[config.mk]
export PLATFORM = sky130hd
export DESIGN_NAME = single_dot_product_flat
export DESIGN_NICKNAME = d
export VERILOG_FILES = /design/src/rtl/single_pkg.sv /design/src/rtl/single_dot_product_if.sv /design/src/rtl/single_multiply_accumulate.sv /design/src/rtl/single_dot_product.sv /design/src/flat_wrapper.sv
export SDC_FILE = /design/constraint.sdc
export NUM_CORES = 2
export LEC_CHECK = 0
export BUFFER_PORTS_ARGS = -buffer_cell sky130_fd_sc_hd__buf_4
export CORE_UTILIZATION = 45
export CTS_BUF_LIST = sky130_fd_sc_hd__clkbuf_16
export CTS_CLUSTER_SIZE = 28
export DETAILED_ROUTE_END_ITERATION = 8
export PLACE_DENSITY_LB_ADDON = 0.25
export SYNTH_ARGS = -nofsm -noshare
export SYNTH_HDL_FRONTEND = slang
export SYNTH_SLANG_ARGS = --single-unit
[constraint.sdc]
create_clock -name clk -period 69.6 [get_ports clk]
set_clock_uncertainty 0.05 [all_clocks]
set_input_delay 13.92 -clock clk [delete_from_list [all_inputs] [get_ports clk]]
set_output_delay 13.92 -clock clk [all_outputs]
set_load 0.005 [all_outputs]
[src/rtl/single_pkg.sv]
// Shared types and constants for the single-precision dot-product slice.
package single_pkg;

   // Controller phases of one dot-product vector.
   typedef enum logic [1:0] {
      CLEAR  = 2'd0,
      ACCUM  = 2'd1,
      DRAIN  = 2'd2,
      OUTPUT = 2'd3
   } dot_state_t;

   localparam logic [31:0] FP_ZERO = 32'h0000_0000;
   localparam logic [31:0] FP_ONE  = 32'h3F80_0000;
   localparam logic [31:0] FP_QNAN = 32'h7FC0_0000;

endpackage

[src/rtl/single_dot_product_if.sv]
// Operand stream in, result stream out, both valid/ready.
interface single_dot_product_if #(
   parameter int CNT_W = 16
);
   logic             s_valid;
   logic             s_ready;
   logic [31:0]      s_a;
   logic [31:0]      s_b;
   logic             s_last;
   logic             m_valid;
   logic             m_ready;
   logic [31:0]      m_data;
   logic [CNT_W-1:0] m_count;

   modport master (
      output s_valid, s_a, s_b, s_last, m_ready,
      input  s_ready, m_valid, m_data, m_count
   );

   modport slave (
      input  s_valid, s_a, s_b, s_last, m_ready,
      output s_ready, m_valid, m_data, m_count
   );
endinterface

[src/rtl/single_multiply_accumulate.sv]
// Single-precision MAC: one registered multiply stage feeding an accumulator.
// Round-to-nearest-even; denormal inputs and underflowing results flush to zero.
module single_multiply_accumulate
   import single_pkg::*;
(
   input  logic        clk,
   input  logic        rstn,
   input  logic        clear,
   input  logic        in_valid,
   input  logic [31:0] a,
   input  logic [31:0] b,
   output logic [31:0] c
);

   logic [31:0] prod;
   logic        prod_valid;
   logic [31:0] acc;

   function automatic logic [31:0] fp_mul(input logic [31:0] x, input logic [31:0] y);
      logic               sign;
      logic [47:0]        p;
      logic [23:0]        man;
      logic [24:0]        mr;
      logic               g;
      logic               st;
      logic signed [9:0]  e;
      sign = x[31] ^ y[31];
      if ((x[30:23] == 8'hFF && x[22:0] != 23'd0) || (y[30:23] == 8'hFF && y[22:0] != 23'd0) ||
          (x[30:23] == 8'hFF && y[30:23] == 8'h00) || (y[30:23] == 8'hFF && x[30:23] == 8'h00))
         return FP_QNAN;
      if (x[30:23] == 8'hFF || y[30:23] == 8'hFF)
         return {sign, 8'hFF, 23'd0};
      if (x[30:23] == 8'h00 || y[30:23] == 8'h00)
         return {sign, 31'd0};
      p = 48'({1'b1, x[22:0]}) * 48'({1'b1, y[22:0]});
      e = $signed({2'b00, x[30:23]}) + $signed({2'b00, y[30:23]}) - 10'sd127;
      if (p[47]) begin
         man = p[47:24];
         g   = p[23];
         st  = |p[22:0];
         e   = e + 10'sd1;
      end else begin
         man = p[46:23];
         g   = p[22];
         st  = |p[21:0];
      end
      mr = {1'b0, man};
      if (g && (st || man[0]))
         mr = mr + 25'd1;
      if (mr[24]) begin
         mr = mr >> 1;
         e  = e + 10'sd1;
      end
      if (e >= 10'sd255)
         return {sign, 8'hFF, 23'd0};
      if (e <= 10'sd0)
         return {sign, 31'd0};
      return {sign, e[7:0], mr[22:0]};
   endfunction

   function automatic logic [31:0] fp_add(input logic [31:0] x, input logic [31:0] y);
      logic [31:0]        big;
      logic [31:0]        sml;
      logic [7:0]         d;
      logic [26:0]        mb;
      logic [26:0]        ms;
      logic [26:0]        lost;
      logic [27:0]        s;
      logic [24:0]        mr;
      logic signed [9:0]  e;
      if ((x[30:23] == 8'hFF && x[22:0] != 23'd0) || (y[30:23] == 8'hFF && y[22:0] != 23'd0) ||
          (x[30:23] == 8'hFF && y[30:23] == 8'hFF && x[31] != y[31]))
         return FP_QNAN;
      if (x[30:23] == 8'hFF)
         return x;
      if (y[30:23] == 8'hFF)
         return y;
      if (x[30:23] == 8'h00)
         return (y[30:23] == 8'h00) ? {x[31] & y[31], 31'd0} : y;
      if (y[30:23] == 8'h00)
         return x;
      if (x[30:0] >= y[30:0]) begin
         big = x;
         sml = y;
      end else begin
         big = y;
         sml = x;
      end
      d  = big[30:23] - sml[30:23];
      mb = {1'b1, big[22:0], 3'b000};
      ms = {1'b1, sml[22:0], 3'b000};
      if (d > 8'd26) begin
         ms = 27'd1;
      end else begin
         lost = ms & ((27'd1 << d) - 27'd1);
         ms   = (ms >> d) | {26'd0, |lost};
      end
      e = $signed({2'b00, big[30:23]});
      if (big[31] == sml[31]) begin
         s = {1'b0, mb} + {1'b0, ms};
         if (s[27]) begin
            s = {1'b0, s[27:2], s[1] | s[0]};
            e = e + 10'sd1;
         end
      end else begin
         s = {1'b0, mb} - {1'b0, ms};
         if (s == 28'd0)
            return FP_ZERO;
         for (int i = 0; i < 26; i++) begin
            if (!s[26]) begin
               s = s << 1;
               e = e - 10'sd1;
            end
         end
      end
      mr = {1'b0, s[26:3]};
      if (s[2] && (s[1] || s[0] || s[3]))
         mr = mr + 25'd1;
      if (mr[24]) begin
         mr = mr >> 1;
         e  = e + 10'sd1;
      end
      if (e >= 10'sd255)
         return {big[31], 8'hFF, 23'd0};
      if (e <= 10'sd0)
         return {big[31], 31'd0};
      return {big[31], e[7:0], mr[22:0]};
   endfunction

   // Product stage then accumulate stage; clear zeroes the running sum for a new vector.
   always_ff @(posedge clk) begin
      if (!rstn) begin
         prod       <= FP_ZERO;
         prod_valid <= 1'b0;
         acc        <= FP_ZERO;
      end else begin
         prod_valid <= in_valid;
         if (in_valid)
            prod <= fp_mul(a, b);
         if (clear)
            acc <= FP_ZERO;
         else if (prod_valid)
            acc <= fp_add(acc, prod);
      end
   end

   assign c = acc;

endmodule

[src/rtl/single_dot_product.sv]
// Sequencer that frames operand pairs into MAC vectors and returns one dot product per vector.
module single_dot_product
   import single_pkg::*;
#(
   parameter int DRAIN_CYCLES = 6,
   parameter int CNT_W        = 16
) (
   input  logic                  clk,
   input  logic                  rstn,
   single_dot_product_if.slave   bus
);

   localparam int DW = $clog2(DRAIN_CYCLES + 1);

   dot_state_t       state;
   dot_state_t       state_nxt;
   logic             accept;
   logic             mac_clear;
   logic             mac_in_valid;
   logic [31:0]      mac_a;
   logic [31:0]      mac_b;
   logic [31:0]      mac_c;
   logic [CNT_W-1:0] term_cnt;
   logic [DW-1:0]    drain_cnt;
   logic [31:0]      m_data_q;
   logic [CNT_W-1:0] m_count_q;

   assign bus.s_ready = (state == ACCUM);
   assign bus.m_valid = (state == OUTPUT);
   assign bus.m_data  = m_data_q;
   assign bus.m_count = m_count_q;
   assign accept      = bus.s_valid && (state == ACCUM);

   // State register; reset abandons whatever vector was in progress.
   always_ff @(posedge clk) begin
      if (!rstn)
         state <= CLEAR;
      else
         state <= state_nxt;
   end

   // Phase sequencing and the MAC clear strobe.
   always_comb begin
      state_nxt = state;
      mac_clear = 1'b0;
      case (state)
         CLEAR: begin
            mac_clear = 1'b1;
            state_nxt = ACCUM;
         end
         ACCUM: begin
            if (accept && bus.s_last)
               state_nxt = DRAIN;
         end
         DRAIN: begin
            if (drain_cnt == '0)
               state_nxt = OUTPUT;
         end
         OUTPUT: begin
            if (bus.m_ready)
               state_nxt = CLEAR;
         end
         default: state_nxt = CLEAR;
      endcase
   end

   // Issue registers, term/drain counters and the held result.
   always_ff @(posedge clk) begin
      if (!rstn) begin
         mac_in_valid <= 1'b0;
         mac_a        <= FP_ZERO;
         mac_b        <= FP_ZERO;
         term_cnt     <= '0;
         drain_cnt    <= '0;
         m_data_q     <= FP_ZERO;
         m_count_q    <= '0;
      end else begin
         mac_in_valid <= accept;
         if (accept) begin
            mac_a <= bus.s_a;
            mac_b <= bus.s_b;
         end
         if (state == CLEAR)
            term_cnt <= '0;
         else if (accept && term_cnt != '1)
            term_cnt <= term_cnt + 1'b1;
         if (accept && bus.s_last)
            drain_cnt <= DW'(DRAIN_CYCLES - 1);
         else if (state == DRAIN && drain_cnt != '0)
            drain_cnt <= drain_cnt - 1'b1;
         if (state == DRAIN && drain_cnt == '0) begin
            m_data_q  <= mac_c;
            m_count_q <= term_cnt;
         end
      end
   end

   single_multiply_accumulate mac0 (
      .clk      (clk),
      .rstn     (rstn),
      .clear    (mac_clear),
      .in_valid (mac_in_valid),
      .a        (mac_a),
      .b        (mac_b),
      .c        (mac_c)
   );

endmodule

[src/flat_wrapper.sv]
// flat-port wrapper written by rule: the top's interface ports become plain ports
module single_dot_product_flat import single_pkg::*;
#(
   parameter int DRAIN_CYCLES = 6,
   parameter int CNT_W        = 16
)
  (clk, rstn, bus_s_valid, bus_s_a, bus_s_b, bus_s_last, bus_m_ready, bus_s_ready, bus_m_valid, bus_m_data, bus_m_count);
  single_dot_product_if #(.CNT_W(CNT_W)) bus_i ();
  input  logic clk;
  input  logic rstn;
  input wire logic [$bits(bus_i.s_valid)-1:0] bus_s_valid;
  input wire logic [$bits(bus_i.s_a)-1:0] bus_s_a;
  input wire logic [$bits(bus_i.s_b)-1:0] bus_s_b;
  input wire logic [$bits(bus_i.s_last)-1:0] bus_s_last;
  input wire logic [$bits(bus_i.m_ready)-1:0] bus_m_ready;
  output wire logic [$bits(bus_i.s_ready)-1:0] bus_s_ready;
  output wire logic [$bits(bus_i.m_valid)-1:0] bus_m_valid;
  output wire logic [$bits(bus_i.m_data)-1:0] bus_m_data;
  output wire logic [$bits(bus_i.m_count)-1:0] bus_m_count;
  assign bus_i.s_valid = bus_s_valid;
  assign bus_i.s_a = bus_s_a;
  assign bus_i.s_b = bus_s_b;
  assign bus_i.s_last = bus_s_last;
  assign bus_i.m_ready = bus_m_ready;
  assign bus_s_ready = bus_i.s_ready;
  assign bus_m_valid = bus_i.m_valid;
  assign bus_m_data = bus_i.m_data;
  assign bus_m_count = bus_i.m_count;
  single_dot_product #(.DRAIN_CYCLES(DRAIN_CYCLES), .CNT_W(CNT_W)) u_core (.clk(clk), .rstn(rstn), .bus(bus_i));
endmodule
Yosys cells after proc, flatten, opt, wreduce, memory -nomap -nowiden --
Cells that the tools add are included.
Cells by class: mux-type cells 807, order comparisons 6, equal/unequal tests 13, $mul 1, add/subtract/negate cells 40, shift-type cells 2, reduce and logical (&&, ||, !) cells 45, bitwise operators 6
Operator list (number):
- $mux W27 | 296
- $mux W10 | 308
- $mux W32 | 63
- $mux W25 | 16
- $sub A10 B2 Y10 const B | 25
- $mux W24 | 6
- $mux W1 | 109
- $reduce_bool A23 Y1 | 4
- $add A24 B1 Y25 const B | 2
- $mul A24 B24 Y48 | 1
- $mux W23 | 2
- $eq A8 B8 Y1 const B | 4
- $logic_not A8 Y1 | 4
- $ge A31 B31 Y1 | 1
- $add A10 B2 Y10 const B | 3
- $add A27 B27 Y28 | 1
- $logic_not A28 Y1 | 1
- $sub A27 B27 Y28 | 1
- $and A27 B27 Y27 | 1
- $or A27 B1 Y27 | 1
- $reduce_or A27 Y1 | 1
- $shl A1 B8 Y27 const A | 1
- $shr A27 B8 Y27 | 1
- $sub A27 B1 Y27 const B | 1
- other kinds (35) | 67
Storage, ports and cells: register bits 199, logic and storage cells 932, input port bits 69

Depth between registers and ports, before layout --
word-level depth 415, mapped depth 133, depth with buffers taken out 121

Modules after synthesis --
A second synthesis with hierarchy kept.
Unflattened totals: cell total of the unflattened synthesis 6360, area total of the unflattened synthesis 47588.1 um^2
By module, submodules not included:
- single_multiply_accumulate | area each 42330.6 um^2, instances 1, seq. area each 1301.2 um^2, cells an instance 5734
- single_dot_product | area each 5257.5 um^2, instances 1, seq. area each 2682.6 um^2, cells an instance 626

Worst setup path after synthesis --
Ideal clock, no wire load.
kind reg2reg, start point register u_core.mac0.prod[27], end point register u_core.mac0.acc[21] (netlist: u_core.mac0.c[21]), setup slack 46.204 ns, cell stages (with the launch flop) 132, library setup time 0.087 ns, clock period less this slack 23.396 ns, data arrival time 23.260 ns, data required time 69.463 ns, cells stage by stage dfxtp_1 clkbuf_1 inv_1 ha_1 nand3_2 or4_4 o21ai_2 nor2_1 nand2_1 buf_2 buf_4 buf_4 buf_2 buf_1 buf_1 clkbuf_1 a21oi_1 ha_1 (+96 left out) nand2b_1 o211ai_1 o21ai_0 ha_1 mux2_2 a221oi_1 ha_1 inv_1 or4_1 and2_1 o211ai_1 nand2_1 nand4_2 nand3_4 nor2b_1 buf_4 nand3_2 a221oi_2
Between the ends: cells in the longest elaborated chain, start to end 368
RTL lines:
- start, declared | line single_multiply_accumulate.sv:15 | logic [31:0] prod;
- start signal, assigned | line single_multiply_accumulate.sv:139 | prod <= fp_mul(a, b);
- $ge A31 B31 Y1 | line single_multiply_accumulate.sv:82 | if (x[30:0] >= y[30:0]) begin
- $mux W32 (2 in series) | line single_multiply_accumulate.sv:82
- $mux W32 | line single_multiply_accumulate.sv:80 | if (y[30:23] == 8'h00)
- $mux W32 | line single_multiply_accumulate.sv:78 | if (x[30:23] == 8'h00)
- $mux W32 | line single_multiply_accumulate.sv:76 | if (y[30:23] == 8'hFF)
- $mux W32 | line single_multiply_accumulate.sv:74 | if (x[30:23] == 8'hFF)
- $mux W32 | line single_multiply_accumulate.sv:142 | else if (prod_valid)
- $mux W32 | line single_multiply_accumulate.sv:140 | if (clear)
- (+351 left out)
- $mux W32 | line single_multiply_accumulate.sv:127 | return {big[31], e[7:0], mr[22:0]};
- $mux W32 | line single_multiply_accumulate.sv:125 | if (e <= 10'sd0)
- $mux W32 | line single_multiply_accumulate.sv:116 | mr = {1'b0, s[26:3]};
- $mux W32 | line single_multiply_accumulate.sv:82
- $mux W32 | line single_multiply_accumulate.sv:80
- $mux W32 | line single_multiply_accumulate.sv:78
- $mux W32 | line single_multiply_accumulate.sv:76
- $mux W32 (*) | line single_multiply_accumulate.sv:74
- end signal, assigned | line single_multiply_accumulate.sv:143 | acc <= fp_add(acc, prod);
- end, declared | line single_multiply_accumulate.sv:17 | logic [31:0] acc;
Mark *: on every way between the ends. The rest lies on a longest branch, timed or not. The select of a mux whose other input is x is not followed. A chain may end at the register's enable or synchronous reset.

Final worst setup path --
start point register u_core.mac0.prod[23], end point register u_core.mac0.acc[1] (netlist: u_core.mac0.c[1])
The elaborated chain is that of the path after synthesis.

==> results.txt <==
Status - complete, no violations
Total Wirelength - 164,200 µm
Gr usage total - 31.26%
Worst path arrival time - 26.84 ns
Hold WC Path Type - reg2reg
Share of layout cells above drive strength 1 - 7.019%
Post-synth EDFFs - 0
Max FO, Critical Path - 36
F_max - 0.03778 GHz
Clock Tree Root - clkbuf_16
Final min period - 26.47 ns
Nets - 7,027
Port bufs - 118
GP Congestion - 1.004
Critical path class - reg2reg
Slowest-stage cell, CP - nor2_1
TritonCTS clock tree - built
DRT Pass-1 Iters - 6
Worst-Skew Late Latency - 0.48 ns
YS warnings - 0
Avg Cell Area, Syn - 7.453 µm²
Commonest register cell after synthesis - dfxtp_1
Clk slew on worst S/H paths - 0.09 ns
Row cnt - 117
Hold Buf Count CTS - 0
Residual DRC - 0
Post-CTS Setup Bufs - 0
Die W - 324.3 µm
Clock Tree Buf Depth - 2
DR vias/cell - 6.097
ANT nets after route - 0
Most frequent cells in the layout - 960 x nand2_1, 674 x inv_1, 484 x fa_1
Initial DRC count - 4,195
Startpoint types - flop
Die height - 324.3 µm
Vias in the first global route - 44,937
Yosys top cell by area - fa_1
Max-cap violation count - 0
Asr flop ratio synth - 0%
CP dominant cell by count - ha_1
Worst relative slew slack - 5.272%
Post-DP HPWL - 128,000 µm
WL per Instance - 21.75 µm
Top cells by area, synth - fa_1 21%, dfxtp_1 8.5%, ha_1 8.1%
H-Tree Depth - 4
Hold slack - 0.4083 ns
Distinct cells, synth - 131
Most common cell after layout, fill and taps aside - nand2_1
Via count - 46,041
Top-level I/O count - 119
Largest net degree at the start of global routing - 94
Initial antenna violation count - 1
Syn_nets - 7,129
Die ar. - 105,200 µm²
Crit. End Element - flop
Final setup vio count - 0
Post-Syn Area - 46,740 µm²
Grt ovf - 0
Max-slew violations - 0
Final period util - 38.04%
CTS Sinks - 199
Register area share after synthesis - 8.523%
Final hold viol count - 0
Setup TNS Final - 0 ns
Critical Path Max Stage Delay - 0.99 ns
Post-Synthesis Cells - 6,272
Area grow syn2layout - 5.816%
#FFs+latches synth - 199
Core area - 102,300 µm²
Post-CTS resize count - 0
First-pass GRT wire length - 258,000 µm
Measured slew at the worst slew-check pin - 1.412 ns
Number of buffers created by CTS - 17
Top-area cell type share of the netlist area - 20.73%
RSZ-0062 raised after global routing - false
Initial core utilization - 45.68%
Critical path required time - 69.97 ns
per-stage QoR:
step / std cells / worst slack (ns) / instance area [µm²] / utilization, %
2_1_floorplan: 6272 / 46.20 / 46740 / -
3_3_place_gp: 7519 / 44.18 / 48860 / 47.75
3_5_place_dp: 7519 / 43.55 / 48860 / 47.75
4_1_cts: 7551 / 43.45 / 49460 / 48.34
5_1_grt: 7551 / 41.20 / 49460 / 48.34
6_report: 7552 / 43.13 / 49460 / 48.34
routing by layer:
layer / vias to the layer above / share of wire (%) / track usage, %
met5: - / 0 / 0
met4: 0 / 4.4 / 12.86
met3: 395 / 8.0 / 4.620
met2: 2031 / 47 / 52.39
met1: 22357 / 41 / 40.13
li1: 21258 / - / -
area by class of cell:
class | instances | area [µm²]
clock buffers | 17 | 425.4
clock inverters | 15 | 173.9
multi-input cells | 5037 | 38840
well taps | 1368 | 1712
flip-flops and latches | 199 | 3986
fillers | 10355 | 52860
diodes | 1 | 2.502
repair buffers | 235 | 1764
inverters | 680 | 2555
worst max-delay path: cells and delay by family, from the launching register on:
| kind | cells | cell delay (ns) |
|---|---|---|
| buf+inv | 12 | 2.07 |
| simple gates | 34 | 6.14 |
| xor+xnor | 4 | 1.00 |
| flops | 1 | 0.40 |
| mux | 8 | 1.54 |
| fa+ha+maj | 22 | 6.58 |
| compound gates | 40 | 8.60 |
cell usage after synthesis (20+ instances only):
cell type,number
nor2b_1,24
nand4_1,73
a21boi_0,23
nand3_1,154
mux2_2,28
a221oi_1,30
dfxtp_1,199
nor2_1,415
clkbuf_1,278
inv_1,675
mux2i_1,84
and3_1,45
nor3_1,140
nand2_1,962
or3_1,57
xnor2_1,195
o21bai_1,65
o22ai_1,45
a21oi_1,464
a211oi_1,65
ha_1,304
buf_1,34
a22oi_1,30
fa_1,484
o21ai_0,229
a21o_1,45
o21ai_1,25
and2_1,270
buf_2,37
a31oi_1,46
a22o_1,30
o31ai_1,32
xor2_1,81
o211ai_1,56
a311oi_1,20
o21a_1,27
nor4_1,56
nand2b_1,37
final timing paths:
kind | start | to | slack, ns | cells past startpoint
worst max-delay path | u_core.mac0.prod[23] | u_core.mac0.c[1] | 43.13 | 120
worst max register to register | u_core.mac0.prod[23] | u_core.mac0.c[1] | 43.13 | 120
worst min register to register | u_core.bus.m_count[13] | u_core.bus.m_count[13] | 0.41 | 2
worst min-delay path | u_core.bus.m_count[13] | u_core.bus.m_count[13] | 0.41 | 2
logic make-up (layout without fill, tap and decap cells):
group                      Yosys count  in the layout  synth area share (%)
muxes                              124            124                 3.033
buffers and inverters             1036            947                 8.491
xor gates and xnor gates           294            294                 6.017
AOI/OAI and AO/OA                 1462           1462                 20.86
other                                0              1                     0
and+or+nand+nor                   2367           2367                 24.17
adders and majority gates          790            790                 28.91
DFF                                199            199                 8.523
flip-flops by register name (all words and copies together) (netlist names):
register	cells
u_core.bus.m_data	32
u_core.mac0.c	32
u_core.mac0.prod	32
u_core.mac_a	32
u_core.mac_b	32
u_core.bus.m_count	16
u_core.term_cnt	16
u_core.drain_cnt	3
u_core.state	2
u_core.mac0.prod_valid	1
u_core.mac_in_valid	1
Power is left out: the tool's default activity adds up to more than one toggle a clock period on the data nets, which glitch-free logic cannot reach.
